===== src/rtl/cam_mux_pkg.sv =====
// Shared types and sizing helpers for the camera stream multiplexer.
//   state_e   : switch FSM states (IDLE locked to a channel, PEND waiting for target frame start)
//   mode_e    : channel selection policy (MANUAL follows sel, AUTO round-robins)
//   ch_width  : bits needed for a channel index
//   cnt_width : bits needed to hold a count up to and including max_val
package cam_mux_pkg;

  typedef enum logic {
    IDLE = 1'b0,
    PEND = 1'b1
  } state_e;

  typedef enum logic {
    MANUAL = 1'b0,
    AUTO   = 1'b1
  } mode_e;

  function automatic int unsigned ch_width(input int unsigned n_ch);
    return (n_ch > 1) ? int'($clog2(n_ch)) : 1;
  endfunction

  function automatic int unsigned cnt_width(input int unsigned max_val);
    return (max_val > 0) ? int'($clog2(max_val + 1)) : 1;
  endfunction

endpackage


===== src/rtl/edge_rise.sv =====
// One-bit registered rising-edge detector.
//   clk    : clock
//   rst    : asynchronous active-high reset
//   i_d    : level input
//   o_rise : high in the cycle where i_d is 1 and its registered previous value is 0
module edge_rise (
  input  logic clk,
  input  logic rst,
  input  logic i_d,
  output logic o_rise
);

  logic r_prev;
  // Masks the first cycle after reset so a level already high at release is not an edge.
  logic r_armed;

  always_ff @(posedge clk or posedge rst) begin
    if (rst) begin
      r_prev  <= 1'b0;
      r_armed <= 1'b0;
    end else begin
      r_prev  <= i_d;
      r_armed <= 1'b1;
    end
  end

  assign o_rise = i_d & ~r_prev & r_armed;

endmodule


===== src/rtl/cam_stream_mux.sv =====
// Frame-aligned multiplexer for N_CH camera pixel streams.
// Channel changes (manual via sel, or automatic round-robin every CYCLE_FRAMES frames) only take
// effect on the target channel's vsync rising edge; a pending switch that sees no target frame
// start within TO_CYC cycles is dropped and flags o_err.
//   clk, rst            : clock, asynchronous active-high reset
//   i_vsync/i_href/i_de : per-channel controls, i_data : per-channel pixels (channel k at k*DW)
//   sel, mode           : requested channel, 0 = manual / 1 = auto-cycle
//   o_vsync/o_href/o_de/o_data : selected stream, one cycle of latency
//   o_ch, o_pend, o_err : active channel, switch pending, sticky switch timeout
//   frame_tick          : toggles every TICK frames of the active channel
module cam_stream_mux
  import cam_mux_pkg::*;
#(
  parameter int unsigned N_CH         = 2,
  parameter int unsigned DW           = 16,
  parameter int unsigned CYCLE_FRAMES = 30,
  parameter int unsigned TICK         = 30,
  parameter int unsigned TO_CYC       = 1_000_000
) (
  input  logic                      clk,
  input  logic                      rst,
  input  logic [N_CH-1:0]           i_vsync,
  input  logic [N_CH-1:0]           i_href,
  input  logic [N_CH-1:0]           i_de,
  input  logic [N_CH*DW-1:0]        i_data,
  input  logic [ch_width(N_CH)-1:0] sel,
  input  logic                      mode,
  output logic                      o_vsync,
  output logic                      o_href,
  output logic                      o_de,
  output logic [DW-1:0]             o_data,
  output logic [ch_width(N_CH)-1:0] o_ch,
  output logic                      o_pend,
  output logic                      o_err,
  output logic                      frame_tick
);

  localparam int unsigned CW  = ch_width(N_CH);
  localparam int unsigned FCW = cnt_width(CYCLE_FRAMES);
  localparam int unsigned TKW = cnt_width(TICK);
  localparam int unsigned TOW = cnt_width(TO_CYC);

  localparam logic [CW:0]    NCH_V   = (CW + 1)'(N_CH);
  localparam logic [CW-1:0]  LAST_CH = CW'(N_CH - 1);
  localparam logic [FCW-1:0] FC_END  = FCW'(CYCLE_FRAMES);
  localparam logic [TKW-1:0] TK_LAST = TKW'(TICK - 1);
  localparam logic [TOW-1:0] TO_END  = TOW'(TO_CYC);

  logic [N_CH-1:0] w_rise;
  mode_e           w_mode;
  logic            w_sel_ok;
  logic            w_cur_start;
  logic            w_switch;
  logic [CW-1:0]   w_mux_ch;
  logic [CW-1:0]   w_next_ch;
  logic [FCW-1:0]  w_fcnt_inc;
  logic [TOW-1:0]  w_to_inc;

  state_e          r_state;
  mode_e           r_pend_mode;
  logic [CW-1:0]   r_ch;
  logic [CW-1:0]   r_tgt;
  logic [FCW-1:0]  r_fcnt;
  logic [TKW-1:0]  r_tcnt;
  logic [TOW-1:0]  r_to;
  logic            r_err;
  logic            r_tick;

  for (genvar k = 0; k < N_CH; k++) begin : g_edge
    edge_rise u_edge (
      .clk    (clk),
      .rst    (rst),
      .i_d    (i_vsync[k]),
      .o_rise (w_rise[k])
    );
  end

  assign w_mode      = mode_e'(mode);
  assign w_sel_ok    = {1'b0, sel} < NCH_V;
  assign w_cur_start = w_rise[r_ch];
  assign w_switch    = (r_state == PEND) && w_rise[r_tgt];
  // On the switch cycle the target is sampled so its vsync edge is the first output sample.
  assign w_mux_ch    = w_switch ? r_tgt : r_ch;
  assign w_next_ch   = (r_ch == LAST_CH) ? '0 : r_ch + CW'(1);
  assign w_fcnt_inc  = r_fcnt + FCW'(1);
  assign w_to_inc    = r_to + TOW'(1);

  always_ff @(posedge clk or posedge rst) begin
    if (rst) begin
      r_state     <= IDLE;
      r_pend_mode <= MANUAL;
      r_ch        <= '0;
      r_tgt       <= '0;
      r_fcnt      <= '0;
      r_tcnt      <= '0;
      r_to        <= '0;
      r_err       <= 1'b0;
      r_tick      <= 1'b0;
      o_vsync     <= 1'b0;
      o_href      <= 1'b0;
      o_de        <= 1'b0;
      o_data      <= '0;
    end else begin
      o_vsync <= i_vsync[w_mux_ch];
      o_href  <= i_href[w_mux_ch];
      o_de    <= i_de[w_mux_ch];
      o_data  <= i_data[w_mux_ch*DW +: DW];

      if (w_switch) begin
        // A coincident old-channel frame start is deliberately dropped here.
        r_ch    <= r_tgt;
        r_state <= IDLE;
        r_err   <= 1'b0;
        r_fcnt  <= '0;
        r_tcnt  <= '0;
        r_to    <= '0;
      end else begin
        if (w_cur_start) begin
          if (r_tcnt == TK_LAST) begin
            r_tcnt <= '0;
            r_tick <= ~r_tick;
          end else begin
            r_tcnt <= r_tcnt + TKW'(1);
          end
        end

        unique case (r_state)
          IDLE: begin
            if (w_mode == AUTO) begin
              if (w_cur_start) begin
                if (w_fcnt_inc == FC_END) begin
                  r_fcnt      <= '0;
                  r_tgt       <= w_next_ch;
                  r_to        <= '0;
                  r_pend_mode <= AUTO;
                  r_state     <= PEND;
                end else begin
                  r_fcnt <= w_fcnt_inc;
                end
              end
            end else if (w_sel_ok && (sel != r_ch)) begin
              r_tgt       <= sel;
              r_to        <= '0;
              r_pend_mode <= MANUAL;
              r_state     <= PEND;
            end
          end
          PEND: begin
            if (w_mode != r_pend_mode) begin
              r_to    <= '0;
              r_state <= IDLE;
            end else if ((w_mode == MANUAL) && (sel == r_ch)) begin
              // Request withdrawn: stay on the current channel.
              r_to    <= '0;
              r_state <= IDLE;
            end else begin
              if ((w_mode == MANUAL) && w_sel_ok) begin
                r_tgt <= sel;
              end
              if (w_to_inc == TO_END) begin
                r_to    <= '0;
                r_err   <= 1'b1;
                r_state <= IDLE;
              end else begin
                r_to <= w_to_inc;
              end
            end
          end
        endcase
      end
    end
  end

  assign o_ch       = r_ch;
  assign o_pend     = (r_state == PEND);
  assign o_err      = r_err;
  assign frame_tick = r_tick;

endmodule

===== config.mk =====
export PLATFORM = sky130hd
export DESIGN_NAME = cam_stream_mux
export DESIGN_NICKNAME = d
export VERILOG_FILES = /design/src/rtl/cam_mux_pkg.sv /design/src/rtl/edge_rise.sv /design/src/rtl/cam_stream_mux.sv
export SDC_FILE = /design/constraint.sdc
export NUM_CORES = 1
export LEC_CHECK = 0
export BUFFER_PORTS_ARGS = -buffer_cell sky130_fd_sc_hd__buf_2
export CORE_AREA = 8 8 92 94
export DETAILED_ROUTE_END_ITERATION = 12
export DIE_AREA = 0 0 100 102
export PLACE_DENSITY = 0.74
export SYNTH_ARGS = -nofsm -noshare
export SYNTH_HDL_FRONTEND = slang
export SYNTH_SLANG_ARGS = --single-unit

===== constraint.sdc =====
create_clock -name clk -period 2.3 [get_ports clk]
set_input_delay 0.345 -clock clk [delete_from_list [all_inputs] [get_ports clk]]
set_output_delay 0.345 -clock clk [all_outputs]
set_load 0.02 [all_outputs]

# Word-level counts from Yosys, hierarchy flattened

Index checks and enable logic that the tools add are counted.

Flip-flop bits (word level): 58
Bits of input ports: 42
Output and inout bits: 23
Logic and storage cells: 122

$add $sub $neg: 4
Magnitude comparators: 3
Equality and inequality tests: 20
Shift-type cells: 1
Muxes and demuxes: 55
Bitwise logic cells: 10
Reduce and logical (&&, ||, !) cells: 13

Operator list:

| kind                  | count |
|---|---|
| $mux 20               | 8 |
| $mux 5                | 8 |
| $pmux 20 s2           | 1 |
| $mux 1                | 36 |
| $shiftx 32x6->16      | 1 |
| $add 20x1->20 const B | 1 |
| $eq 20x20->1 const B  | 1 |
| $ne 2x2->1 const B    | 6 |
| $ne 4x4->1 const B    | 3 |
| $add 5x1->5 const B   | 2 |
| $eq 5x5->1 const B    | 2 |
| $reduce_bool 2->1     | 5 |
| $ne 3x3->1 const B    | 3 |
| $reduce_and 3->1      | 3 |
| $reduce_and 7->1      | 1 |
| $lt 1x2->1 const B    | 3 |
| $not 1->1             | 6 |
| $reduce_and 5->1      | 1 |
| $and 1x1->1           | 4 |
| $ne 2x1->1 const B    | 2 |
| $pmux 1 s2            | 2 |
| $reduce_and 4->1      | 1 |
| $logic_and 1x1->1     | 2 |
| $ne 1x1->1            | 2 |
| other kinds (2)       | 2 |

# Longest topological paths before layout

Gate-level depths: netlist (run 1).

Word-level depth: 9
Mapped depth: 10
Gate-level depth less buffers: 8

# By module

A second synthesis (run 1) with hierarchy kept.

Cell total of the unflattened synthesis: 369
Area total of the unflattened synthesis: 3260.6 µm²

Modules (own cells, without submodules):

| module         | instances | cells an instance | area an instance (µm²) | sequential area each (µm²) |
|---|---|---|---|---|
| cam_stream_mux | 1         | 359               | 3128.0                 | 1376.3 |
| edge_rise      | 2         | 5                 | 66.3                   | 50.0 |

# Worst setup path after synthesis (run 1)

No wires, ideal clock.

Kind: register -> register
Start: reg r_to[6]
End: reg r_to[14]
Library setup time: 0.126 ns
Arrival: 2.308 ns
Data required time: 2.174 ns
Setup slack: -0.134 ns
Cell stages (with the launch flop): 10
Buffers on the path: 2
Period minus slack after synthesis: 2.434 ns
Cells stage by stage: dfrtp_1 > buf_2 > nand4_2 > or4_4 > or3_4 > a22oi_2 > and3_1 > buf_6 > nor2_2 > a221o_1

Longest elaborated chain between the ends: 7

RTL lines:

| what                     | line                  | source |
|---|---|---|
| start: declaration       | cam_stream_mux.sv:65  | `logic [TOW-1:0] r_to;` |
| start signal: assignment | cam_stream_mux.sv:165 | `r_to <= w_to_inc;` |
| $add 20x1->20 *          | cam_stream_mux.sv:86  | `assign w_to_inc = r_to + TOW'(1);` |
| $eq 20x20->1             | cam_stream_mux.sv:160 | `if (w_to_inc == TO_END) begin` |
| $mux 20 *                | cam_stream_mux.sv:160 |  |
| $mux 20 *                | cam_stream_mux.sv:152 | `end else if ((w_mode == MANUAL) && (sel == r_ch)) begin` |
| $mux 20 *                | cam_stream_mux.sv:149 | `if (w_mode != r_pend_mode) begin` |
| $pmux 20 s2 *            | cam_stream_mux.sv:127 | `unique case (r_state)` |
| $mux 20 *                | cam_stream_mux.sv:109 | `if (w_switch) begin` |

Every way passes the cells marked *; elsewhere a longest branch is shown, timed or not.
A chain may end at the register's enable or synchronous reset.

# Worst setup path after layout (run 1)

Start: reg r_to[4]
End: reg r_to[11]

Same word-level chain as after synthesis.

==> results by group, run 1 <==
Floorplan
  • Die X: 100 um
  • Core area: between 0.007 and 0.008 mm^2
  • Die Y: around 100 um
  • Row Count: 31
  • Starting Density: 0.468
  • Die area: a little over 0.01 mm^2
  • Number of I/O pins: between 60 and 70

Timing
  • Worst Setup Slack, final: -0.147 ns
  • Setup_tns: -1.84 ns
  • Worst-Margin Slew: around 0.53 ns
  • Final hold vios: 0
  • Setup Skew: between 0.01 and 0.015 ns
  • Final-report setup violation count: 19
  • Fin crit period: 2.45 ns
  • RSZ-0062 raised after global routing: yes
  • Fin. max-slew vios: 0
  • Final Cycle Share: 1.06
  • Slew headroom: 0.648
  • F_max: approximately 400 MHz

CTS
  • Clock Tree Buf Depth: 2
  • CTS tree: built
  • Clk slew on worst S/H paths: ~0.070 ns
  • Root Driver: clkbuf_8
  • CTS buffer count: 9
  • Clock Latency Late Sink: about 0.35 ns
  • CTS Hold Bufs: 0
  • H-tree depth: 3
  • CTS sink cnt: 58

Synth
  • Most frequent cell after synthesis: dfrtp_1
  • Synth top area cells: dfrtp_1 (44%), mux2_2 (6.8%), o21ai_0 (3.0%), nand2_1 (2.8%), nand4_1 (2.7%)
  • Ys async rst share: 1.00
  • Cells after synthesis: ~340
  • Ys Warns: 0
  • Post-synth EDFFs: 0
  • Sequential cell area fraction in the yosys report: 0.439
  • Register bit total from synthesis: between 50 and 60
  • Ys flop type: dfrtp_1
  • Post-synth net total: roughly 380
  • Avg Inst Size Synth: 9.83 um^2
  • Cell Area, Synth: approximately 0.0033 mm^2
  • Post-synth cell types: 67
  • Commonest cells in the netlist: dfrtp_1 (58), nand2_1 (25), nor2_1 (21)
  • Yosys top cell area share: 0.439
  • Synth area leader: dfrtp_1

Run status
  • Failing checks: negative setup slack
  • Status: finished, violations left

Finish
  • Antenna cells: 0
  • Share of cells above drive strength 1: 0.463
  • Post-layout nets: approximately 490
  • Fillers: ~560
  • Syn-to-layout area delta: 38.6%
  • Multi-input gate area: 0.00201 mm^2
  • Register Area: between 0.001 and 0.0015 mm^2

Critical path
  • Reg2reg setup slack: -0.15 ns
  • Worst EP required: between 2 and 3 ns
  • Crit path largest cell delay: 0.39 ns
  • Most used cell, CP: buf_4
  • Crit path cell chain: buf_4, nand4_1, buf_4, nor3_2, o2111ai_4, nor4_4, and3_4, buf_4, a211oi_1, a21o_1
  • Critical Path Source Type: flop
  • Worst path slowest cell: dfrtp_1
  • CP Class: flop to flop
  • Critical path peak fanout: 10
  • CP arrival: 2.68 ns
  • Crit. End Element: flop

Power
  • Clock Power Share: 0.294
  • Max VDD drop: around 0.00063 V
  • Pint: approximately 2.4 mW
  • Net Sw Power: approximately 1.3 mW
  • Leakage: 2.03 nW
  • Reg power frac: 0.368
  • Pwr Density: around 800 mW/mm^2
  • Sw Share: 0.343
  • Logic pwr share: 0.339

Placed design
  • Pre-CTS WS: -0.149 ns
  • GP Congestion: roughly 1.0
  • Post-detail-place hpwl: 6700 um
  • Port Buf Inserts: between 60 and 70

Global routing
  • GR Util All Layers: 0.199
  • Antenna violations before repair: 0
  • First-pass GRT wire length: 15700 um
  • Vias in the first global route: ~3300
  • Overflow after GRT: 0
  • Largest net degree at the start of global routing: 37

Drt
  • Antenna-violating nets left: 0
  • DR WL/cell: 18.2 um
  • DRT Pass-1 Iters: 4
  • # DRC: 0
  • DRT iter0 DRCs: about 180
  • DR vias: 3200
  • Final wirelength: about 10000 um
  • Vias/cell: around 6

Worst hold path
  • Hold crit path type: primary input to async pin

Flow run
  • Max Cap Viol: 0
-- cell usage in the layout (no fill, tap or decap), drive strengths merged, types with 6 or more instances in the layout --
cell	n
buf	115
dfrtp	58
nand2	26
nor2	22
o21ai	21
mux2	20
nand3	17
nand4	16
clkbuf	13
a21oi	11
inv	10
o31ai	9
and3	8
a31oi	7
xor2	6
nor3	6
ha	6
-- power groups by stage --
stage | logic [mW] | registers, mW | clock network (mW)
global placement | 1.15 | 1.34 | 0
CTS | 1.20 | 1.34 | 1.09
detailed placement | 1.18 | 1.35 | 0
finish | 1.24 | 1.35 | 1.08
floorplan | 0.621 | 1.49 | 0
global route | 1.36 | 1.38 | 1.12
-- metrics by stage --
step / instances / power, mW / util / area [um^2] / hold slack, ns
after global routing: 546 / 3.86 / 0.649 / 4580 / 0.0561
after detailed placement: 526 / 2.53 / 0.570 / 4020 / 0.414
after CTS: 546 / 3.63 / 0.624 / 4410 / 0.0304
after floorplan: 336 / 2.11 / - / 3340 / 0.376
after global placement: 526 / 2.49 / 0.570 / 4020 / 0.414
final: 546 / 3.67 / 0.649 / 4580 / 0.0334
-- kinds of logic (layout without fill, tap and decap cells) --
family                     after synthesis  in the layout  share of synthesized area
xor gates and xnor gates                10             10                     0.0265
other                                    1              1                    0.00113
and+or+nand+nor                        128            128                      0.219
DFF                                     58             58                      0.439
adders and majority gates                6              6                     0.0227
buffers and inverters                   29            140                     0.0428
AOI/OAI and AO/OA                       80             80                      0.168
muxes                                   24             24                     0.0803
-- final timing paths --
path	endpoint	start	cells after the start
setup / recovery	r_to[11]	r_to[4]	10
hold / removal	frame_tick	rst	2
setup reg to reg	r_to[11]	r_to[4]	10
hold reg to reg	frame_tick	frame_tick	1
max in group asynchronous	r_to[0]	rst	3
min in group clk	g_edge[1].u_edge.r_prev	i_vsync[1]	1
-- cell type report --
type                       count  area share
inverter                      10     0.00820
timing repair buffer         115       0.160
clock buffer                  13      0.0347
multi-input combinational    249       0.439
tap                           99      0.0270
clock inverter                 2      0.0131
sequential                    58       0.317
-- per-layer routing --
metal	track usage	part of all wire
met1	0.222	0.39
met2	0.317	0.46
met3	0.0906	0.11
met4	0.0942	0.037
met5	0	0
-- repair_timing --
action,4_1_cts,5_1_grt
cloned,0,0
setup endpoints to repair,19,23
setup buffers,5,0
resized for setup,26,36
pin swaps,10,12
-- critical path, delay by kind of cell, from the launching register on --
family                 cells  cell delay, ns
AO/OA/AOI/OAI              3            0.43
flip-flops                 1            0.39
buffers and inverters      3            0.54
AND/OR/NAND/NOR            4            0.97
-- flip-flops by register name, summed over array words and instances, names as in the netlist --
register               flops
r_tgt                      1
r_pend_mode                1
g_edge.u_edge.r_prev       2
o_de                       1
o_pend                     1
o_href                     1
frame_tick                 1
o_data                    16
r_tcnt                     5
o_err                      1
r_fcnt                     5
r_to                      20
o_ch                       1
o_vsync                    1
g_edge.u_edge.r_armed      1
(Power assumes the default switching activity.)
==> inputs of run 2 (changes only) <==
--- a/config.mk
+++ b/config.mk
@@ -10,6 +10,7 @@
 export DETAILED_ROUTE_END_ITERATION = 12
 export DIE_AREA = 0 0 100 102
 export PLACE_DENSITY = 0.74
+export SKIP_LAST_GASP = 1
 export SYNTH_ARGS = -nofsm -noshare
 export SYNTH_HDL_FRONTEND = slang
 export SYNTH_SLANG_ARGS = --single-unit
==> run 2 against run 1 <==
Net effect:
- the flow still finishes with violations (negative setup slack)
- clock power about the same
- register-to-register slack worse by 0.02 ns
- final cell count up 1.6%
- combinational power about the same
- worst hold slack about the same
==> results by group, run 2 (synthesized netlist as in run 1, its figures left out) <==
Run status
  • Status: finished, violations left
  • Failing checks: negative setup slack

Critical path
  • Crit. End Element: flop
  • Worst EP required: 2.55 ns (about the same)
  • Critical path peak fanout: 10 (unchanged)
  • Critical Path Source Type: flop
  • CP arrival: 2.72 ns (+0.04 ns)
  • CP Class: flop to flop

Drt
  • Final wirelength: 10200 um (+2.0%)
  • Vias/cell: 5.78 (-1.4%)
  • DR WL/cell: 18.3 um (+0.32%)
  • DR vias: 3207 (+0.22%)
  • DRT iter0 DRCs: 173 (-2.8%)
  • DRT Pass-1 Iters: 4 (unchanged)
  • Antenna-violating nets left: 0 (unchanged)
  • # DRC: 0 (unchanged)

Floorplan
  • Die X: 100 um (unchanged)
  • Number of I/O pins: 65 (unchanged)
  • Die Y: 102 um (unchanged)
  • Starting Density: 0.468 (unchanged)
  • Die area: 0.0102 mm^2 (unchanged)
  • Core area: 0.00706 mm^2 (unchanged)
  • Row Count: 31 (unchanged)

Placed design
  • Port Buf Inserts: 64 (unchanged)
  • Cell Area, Placed: 0.00402 mm^2 (unchanged)
  • Post-detail-place hpwl: 6700 um (unchanged)
  • GP Congestion: 1.00 (unchanged)
  • Pre-CTS WS: -0.149 ns (unchanged)

Global routing
  • Vias in the first global route: 3285 (-0.36%)
  • Overflow after GRT: 0 (unchanged)
  • Antenna violations before repair: 0 (unchanged)
  • Largest net degree at the start of global routing: 37 (unchanged)
  • GR Util All Layers: 0.197 (-0.00218)
  • First-pass GRT wire length: 15600 um (-0.75%)

CTS
  • Clock Latency Late Sink: 0.35 ns (about the same)
  • Root Driver: clkbuf_8
  • H-tree depth: 3 (unchanged)
  • Clock Tree Buf Depth: 2 (unchanged)
  • CTS tree: built
  • CTS Hold Bufs: 0 (unchanged)
  • Clk slew on worst S/H paths: 0.07 ns (about the same)
  • CTS buffer count: 9 (unchanged)
  • CTS sink cnt: 58 (unchanged)

Timing
  • Final Cycle Share: 1.07 (+0.0105)
  • Fin crit period: 2.47 ns (+0.0242 ns)
  • Slew headroom: 0.648 (about the same)
  • F_max: 405 MHz (-0.98%)
  • RSZ-0062 raised after global routing: yes
  • Worst Setup Slack, final: -0.172 ns (-0.0242 ns)
  • Setup Skew: 0.00955 ns (-0.000643 ns)
  • Fin. max-slew vios: 0 (unchanged)
  • Final hold vios: 0 (unchanged)
  • Final-report setup violation count: 20 (+1)
  • Worst-Margin Slew: 0.527 ns (-0.000257 ns)

Finish
  • Largest registers: r_to x20, o_data x16
  • Max reg flops: 20 (unchanged)
  • Most frequent cells in the layout: buf_2 (64), dfrtp_1 (57), buf_4 (50)
  • Syn-to-layout area delta: 40.4%
  • Commonest non-fill, non-tap cell in the layout: buf_2
  • Share of cells above drive strength 1: 0.465 (+0.00183)
  • Most flop-heavy register: r_to
  • Antenna cells: 0 (unchanged)
  • Post-layout nets: 500 (+1.8%)
  • Fin area: 0.00464 mm^2 (+1.3%)

Worst hold path
  • Hold crit path type: primary input to async pin

Flow run
  • Max Cap Viol: 0 (unchanged)

Power
  • Pwr Density: 785 mW/mm^2 (-2.0%)
  • Leakage: 2.09 nW (+3.2%)
  • Max VDD drop: 0.000628 V (-0.54%)
  • Pwr Total: 3.64 mW (-0.70%)
[run 2: layout make-up]
cell class,instances,area (um^2)
Tap cell,99,124
Clock inverter,2,60.1
Inverter,10,37.5
Sequential cell,58,1450
Fill cell,544,2420
Timing Repair Buffer,124,817
Clock buffer,13,159
Multi-Input combinational cell,249,1990
[run 2: worst paths after layout]
path	start	end	slack, ns	depth (start not counted)
min	rst	frame_tick	0.03	2
max in group asynchronous	rst	r_to[1]	1.68	3
max	r_to[4]	r_to[15]	-0.17	9
min in group clk	i_vsync[1]	g_edge[1].u_edge.r_prev	0.14	1
max reg2reg	r_to[4]	r_to[15]	-0.17	9
min reg2reg	frame_tick	frame_tick	0.47	1
[run 2: power by group]
part           switching, mW  internal [mW]  total [mW]
clock network          0.411          0.665        1.08
registers              0.138           1.20        1.34
logic                  0.692          0.530        1.22
[run 2: critical path: stages (launching register included)]
cell and delay (ns):
dfrtp_1 0.41, buf_6 0.17, nand4_1 0.20, buf_4 0.22
o21a_1 0.23, o2111ai_4 0.30, nor3_2 0.10, a31oi_4 0.32
nand2_4 0.19, o211ai_1 0.22
[run 2: metrics by stage]
stage / cells / setup TNS, ns / hold WS (ns) / util
2_1_floorplan: 336 / -0.000843 / 0.376 / -
3_3_place_gp: 526 / -1.23 / 0.414 / 0.570
3_5_place_dp: 526 / -1.74 / 0.414 / 0.570
4_1_cts: 546 / -0.0378 / 0.0304 / 0.623
5_1_grt: 555 / -3.77 / 0.0583 / 0.657
6_report: 555 / -2.43 / 0.0335 / 0.657
[run 2: metal layers]
metal,share of wire,GRT usage
met1,0.38,0.221
met2,0.47,0.312
met3,0.11,0.0879
met4,0.042,0.0953
met5,0,0
[run 2: repair_timing]
item / CTS / global route
buffers inserted: 5 / 9
pin swaps: 10 / 13
endpoints found under the setup margin: 19 / 23
resized for setup: 25 / 33
